`config.mk`:
```
export PLATFORM = sky130hd
export DESIGN_NAME = sel_encode_sb
export DESIGN_NICKNAME = d
export VERILOG_FILES = /design/src/rtl/sel_encode_pkg.sv /design/src/rtl/sel_encode_sb_onehot_dec.sv /design/src/rtl/sel_encode_sb.sv
export SDC_FILE = /design/constraint.sdc
export NUM_CORES = 1
export LEC_CHECK = 0
export ABC_AREA = 1
export BUFFER_PORTS_ARGS = -buffer_cell sky130_fd_sc_hd__buf_4
export CAP_MARGIN = 30
export CORE_ASPECT_RATIO = 1.4
export CORE_MARGIN = 4
export CORE_UTILIZATION = 45
export CTS_BUF_LIST = sky130_fd_sc_hd__clkbuf_8 sky130_fd_sc_hd__clkbuf_16
export CTS_CLUSTER_DIAMETER = 100
export DETAILED_ROUTE_END_ITERATION = 16
export PLACE_DENSITY_LB_ADDON = 0.15
export SKIP_LAST_GASP = 1
export SYNTH_ARGS = -nofsm -noshare
export SYNTH_HDL_FRONTEND = slang
export SYNTH_SLANG_ARGS = --single-unit
```
`constraint.sdc`:
```
create_clock -name clk -period 1.9 [get_ports clk]
set_input_delay 0.19 -clock clk [delete_from_list [all_inputs] [get_ports clk]]
set_output_delay 0.19 -clock clk [all_outputs]
set_load 0.05 [all_outputs]
```
`src/rtl/sel_encode_pkg.sv`:
```
// rtl/sel_encode_pkg.sv - shared constants, field offsets and select type for sel_encode_sb
package sel_encode_pkg;

    localparam int DEF_DATA_W   = 32;
    localparam int DEF_NUM_REGS = 16;
    localparam int DEF_OPCODE_W = 5;

    // Register fields sit directly below the opcode: ra, then rb, then rc
    function automatic int ra_lsb(input int data_w, input int opcode_w, input int idx_w);
        return data_w - opcode_w - idx_w;
    endfunction

    function automatic int rb_lsb(input int data_w, input int opcode_w, input int idx_w);
        return ra_lsb(data_w, opcode_w, idx_w) - idx_w;
    endfunction

    function automatic int rc_lsb(input int data_w, input int opcode_w, input int idx_w);
        return rb_lsb(data_w, opcode_w, idx_w) - idx_w;
    endfunction

    typedef enum logic [1:0] {
        SEL_NONE,
        SEL_A,
        SEL_B,
        SEL_C
    } sel_t;

endpackage

```
`src/rtl/sel_encode_sb_onehot_dec.sv`:
```
// rtl/sel_encode_sb_onehot_dec.sv - enabled index to one-hot decoder
module onehot_dec #(
    parameter int NUM_REGS = 16,
    parameter int IDX_W    = $clog2(NUM_REGS)
) (
    input  logic [IDX_W-1:0]    idx,
    input  logic                en,
    output logic [NUM_REGS-1:0] onehot
);

    // Single hot bit at idx when enabled, all zero otherwise
    always_comb begin
        onehot = '0;
        if (en) begin
            onehot[idx] = 1'b1;
        end
    end

endmodule

```
`src/rtl/sel_encode_sb.sv`:
```
// rtl/sel_encode_sb.sv - IR decode, registered register strobes and busy scoreboard (option: SEL_ENCODE_SB_MULTISEL_CHK_EN)
module sel_encode_sb
    import sel_encode_pkg::*;
#(
    parameter int DATA_W   = DEF_DATA_W,
    parameter int NUM_REGS = DEF_NUM_REGS,
    parameter int IDX_W    = $clog2(NUM_REGS),
    parameter int OPCODE_W = DEF_OPCODE_W,
    parameter int C_W      = DATA_W - OPCODE_W - 2*IDX_W
) (
    input  logic                clk,
    input  logic                rst_n,
    input  logic [DATA_W-1:0]   ir_in,
    input  logic                ir_ld,
    input  logic                gra,
    input  logic                grb,
    input  logic                grc,
    input  logic                rin,
    input  logic                rout,
    input  logic                baout,
    input  logic                sb_set,
    input  logic                wb_valid,
    input  logic [IDX_W-1:0]    wb_idx,
    output logic [OPCODE_W-1:0] opcode,
    output logic [DATA_W-1:0]   c_sign_ext,
    output logic [NUM_REGS-1:0] r_in,
    output logic [NUM_REGS-1:0] r_out,
    output logic [IDX_W-1:0]    sel_idx,
    output logic                base_zero,
    output logic                stall,
`ifdef SEL_ENCODE_SB_MULTISEL_CHK_EN
    output logic                multisel_err,
`endif
    output logic [NUM_REGS-1:0] busy_vec
);

    localparam int RA_LSB = ra_lsb(DATA_W, OPCODE_W, IDX_W);
    localparam int RB_LSB = rb_lsb(DATA_W, OPCODE_W, IDX_W);
    localparam int RC_LSB = rc_lsb(DATA_W, OPCODE_W, IDX_W);

    logic [DATA_W-1:0]   ir;
    logic [NUM_REGS-1:0] busy;
    logic [IDX_W-1:0]    ra, rb, rc, idx;
    sel_t                sel;
    logic                any_sel, go, base_hit, rin_en, rout_en, sb_take;
    logic [NUM_REGS-1:0] rin_vec, rout_vec;

    assign ra = ir[RA_LSB +: IDX_W];
    assign rb = ir[RB_LSB +: IDX_W];
    assign rc = ir[RC_LSB +: IDX_W];

    assign opcode     = ir[DATA_W-1 -: OPCODE_W];
    assign c_sign_ext = {{(DATA_W-C_W){ir[C_W-1]}}, ir[C_W-1:0]};

    // Fixed field priority gra > grb > grc; nothing selected decodes to index 0
    always_comb begin
        sel = SEL_NONE;
        idx = '0;
        if (gra) begin
            sel = SEL_A;
            idx = ra;
        end else if (grb) begin
            sel = SEL_B;
            idx = rb;
        end else if (grc) begin
            sel = SEL_C;
            idx = rc;
        end
    end

    assign any_sel = (sel != SEL_NONE);

    // Reading a register still owed a writeback must wait; ra only matters when it is read
    assign stall = (grb & busy[rb])
                 | (grc & ~grb & busy[rc])
                 | (gra & (rout | baout) & busy[ra]);

    assign go       = any_sel & ~stall;
    assign base_hit = go & baout & (idx == '0);
    assign rin_en   = go & rin;
    assign rout_en  = go & (rout | baout) & ~base_hit;
    assign sb_take  = sb_set & gra & ~stall;

    onehot_dec #(.NUM_REGS(NUM_REGS), .IDX_W(IDX_W)) u_rin_dec (
        .idx    (idx),
        .en     (rin_en),
        .onehot (rin_vec)
    );

    onehot_dec #(.NUM_REGS(NUM_REGS), .IDX_W(IDX_W)) u_rout_dec (
        .idx    (idx),
        .en     (rout_en),
        .onehot (rout_vec)
    );

    // Instruction register and the one-cycle-delayed strobe outputs
    always_ff @(posedge clk or negedge rst_n) begin
        if (!rst_n) begin
            ir        <= '0;
            sel_idx   <= '0;
            r_in      <= '0;
            r_out     <= '0;
            base_zero <= 1'b0;
        end else begin
            if (ir_ld) begin
                ir <= ir_in;
            end
            sel_idx   <= idx;
            r_in      <= rin_vec;
            r_out     <= rout_vec;
            base_zero <= base_hit;
        end
    end

    // Busy scoreboard: a set in the same cycle as a retire of that register wins
    always_ff @(posedge clk or negedge rst_n) begin
        if (!rst_n) begin
            busy <= '0;
        end else begin
            for (int i = 0; i < NUM_REGS; i++) begin
                if (sb_take && (ra == IDX_W'(i))) begin
                    busy[i] <= 1'b1;
                end else if (wb_valid && (wb_idx == IDX_W'(i))) begin
                    busy[i] <= 1'b0;
                end
            end
        end
    end

    assign busy_vec = busy;

`ifdef SEL_ENCODE_SB_MULTISEL_CHK_EN
    logic multisel_q;

    // Sticky flag for ambiguous control: several field selects, or write and read together
    always_ff @(posedge clk or negedge rst_n) begin
        if (!rst_n) begin
            multisel_q <= 1'b0;
        end else if ((gra & grb) | (gra & grc) | (grb & grc) | (rin & rout)) begin
            multisel_q <= 1'b1;
        end
    end

    assign multisel_err = multisel_q;
`endif

endmodule
```
==> summary.md <==
| Metric | Value |
|---|---|
| Status | finished with violations |
| Violated checks | negative setup slack |
| Area delta synth->final | 36.1% |
| Antenna cells | 0 |
| Final setup TNS | -0.594 ns |
| Worst vdd ir | 0.750 mV |
| Routed len/inst | 15.4 um |
| TritonCTS buffer count | 9 |
| Lkg Pwr | 2.94 nW |
| Crit path capture type | primary output |
| DR vias | 3,625 |
| Final WL | 11.4 mm |
| Crit-path slowest cell | dfrtp_2 |
| FP Rows | 41 |
| Total gr overflow | 0 |
| Router iterations before antenna repair | 4 |
| Clock slew at reported path FFs | 0.07 ns |
| Most frequent cells in the layout | buf_4 (153), nand2_1 (119), nor2_1 (77) |
| Yosys Warn Count | 0 |
| Synth Instances | 500 |
| CTS Buffer Depth | 2 |
| Crit path max-delay family | simple AND/OR/NAND/NOR gates |
| Ports | 138 |
| Syn Area/Cell | 8.25 um2 |
| Pwr dens | 1070 nW/um2 |
| Synth Register Bits | 85 |
| Sequential share of the synthesized area | 51.6% |
| CTS tree | built |
| Post-detail-place hpwl | 8.55 mm |
| Synth unique cells | 20 |
| Final-report max-slew violation count | 0 |
| Hold WC Path Type | input port to flop |
| Power Total | 6.00 mW |
| Crit-path max cell delay | 0.42 ns |
| GP Congestion | 0.843 |
| Hold_ws | 0.0457 ns |
| Crit path top cell by count | nand2_1 |
| Worst skew pair latency | 0.35 ns |
| Total Routing Usage GR | 21.6% |
| Nets | 672 |
| Final worst path period share | 110% |
| Antenna violations before repair | 0 |
| DR vias/cell | 4.92 |
| CP required | 1.71 ns |
| Minimum clock period | 2.09 ns |
| Critical Path Start Type | flop |
| Worst path bufs/invs | 4 |
| Worst Path Max Fanout | 3 |
| Post-synth net total | 547 |
| Largest net degree at the start of global routing | 45 |
| Vias in the first global route | 3,573 |
| Core area | 8980 um2 |
| 1st-iter DRT viols | 151 |
| Die Footprint | 10,800 um2 |
| Root buf cell | clkbuf_16 |
| Initial Util | 45.9% |
| Die Span X | 88.9 um |
| Routed Antenna Nets | 0 |
| Synth Cell Area | 4120 um2 |
| Cell Chain, Critical Path | inv_1 > nand2_1 > nand3_1 > nand2_1 > nand2_1 > nand3_1 > nand3b_1 > nand2_1 > nor2_2 > buf_6 > clkinvlp_4 > buf_6 |
| Commonest non-fill, non-tap cell in the layout | buf_4 |
| Clock sinks | 85 |
| Placed cells | 713 |
| Drt drc | 0 |
| Layout cells sized above 1 | 37.9% |
| Final Hold Viols | 0 |
| IO buf count | 137 |
| First-pass GRT wire length | 17.5 mm |
| Worst-margin pin slew | 0.560 ns |
| WS Path Type | flop to primary output |
| RSZ-0062 raised after global routing | true |
| Post-place setup slack | 0.0243 ns |
| Worst setup margin | -0.195 ns |
| MaxCap Viol Count | 0 |
| Die height | 121 um |
| Final non-filler cell total | 737 |
| Maximum clock frequency | 477 MHz |
| Final setup fails | 12 |
| Slew headroom | 62.7% |
| CP Data Arrival Time | 1.90 ns |
| H-tree depth | 3 |
| Clock skew | 0.00718 ns |
==> per-layer routing <==
layer	part of all wire [%]	wire (um)	GRT usage, %
met5	0	0	0
met2	55	6200	36.9
met1	37	4190	25.0
met4	2.9	325	9.26
met3	5.8	659	5.43
==> power breakdown <==
group	switching, mW	leakage [nW]	internal [mW]	total [mW]
sequential	0.168	1.07	2.01	2.18
clock	0.799	0.137	0.917	1.72
combinational	1.42	1.73	0.687	2.11
==> final cells by class <==
| cell class | instances | area (um2) |
|---|---|---|
| Clock buffer | 9 | 225 |
| Clock inverter | 7 | 68.8 |
| Fill cell | 779 | 3360 |
| Inverter | 52 | 206 |
| Multi-Input combinational cell | 315 | 1530 |
| Sequential cell | 85 | 2150 |
| Tap cell | 107 | 134 |
| Timing Repair Buffer | 162 | 1300 |
==> flip-flops by register name (all words and copies together) (netlist names) <==
signal / flops
r_out: 16
sel_idx: 4
r_in: 16
busy_vec: 16
base_zero: 1
ir: 32
==> path summary, 6_finish.rpt <==
path                                    startpoint                      end  slack [ns]  cells past startpoint
max in group asynchronous                    rst_n      r_out[11]$_DFF_PN0_        0.86                      3
min reg2reg                busy_vec[4]$_DFFE_PN0P_  busy_vec[4]$_DFFE_PN0P_        0.51                      2
min                                      ir_in[25]       ir[25]$_DFFE_PN0P_        0.05                      3
max                        busy_vec[7]$_DFFE_PN0P_                    stall       -0.19                     12
min in group asynchronous                    rst_n       ir[29]$_DFFE_PN0P_        0.38                      2
max reg2reg                     ir[20]$_DFFE_PN0P_  busy_vec[8]$_DFFE_PN0P_       -0.05                     14
==> timing repair <==
action	4_1_cts	5_1_grt
cloned	0	3
setup endpoints to repair	1	47
hold endpoints to repair	40	0
resized for setup	13	18
pin swaps	3	2
hold buffers	1	0
buffers inserted	4	1
==> worst register-to-register path: stages, from the launching register on <==
cell and delay [ns]:
dfrtp_1 0.43, inv_1 0.21, nand3_1 0.13, nand3_1 0.10
nand3_1 0.07, nand2_1 0.08, nand2_1 0.05, nand2_1 0.08
nor2_2 0.05, buf_6 0.12, buf_4 0.13, buf_6 0.13
clkbuf_16 0.15, nand3_1 0.06, nand2_1 0.05
==> cell usage after synthesis (all sizes together) <==
library cell	n	area share, %
inv	50	4.6
buf	44	7.8
mux2	20	5.5
nand2	122	11
o22ai	4	0.61
clkbuf	5	0.46
nand3	48	6.1
dfrtp	85	52
clkinv	2	0.18
nor2	88	8.1
a21oi	4	0.49
o21ai	26	3.2
nand3b	1	0.18
nand4	1	0.15
==> through the flow <==
step                      area (um2)  utilization, %
final                           5610            62.5
after global routing            5610            62.5
after CTS                       5490            61.2
after detailed placement        5130            57.1
after global placement          5130            57.1
after floorplan                 4150               -
==> cells by family after synthesis <==
logic type / Yosys count / synth area share [%]
AND/OR/NAND/NOR: 260 / 25.7
buffers and inverters: 101 / 13.0
flip-flops: 85 / 51.6
AO/OA/AOI/OAI: 34 / 4.25
multiplexers: 20 / 5.46
(Power assumes the default switching activity.)
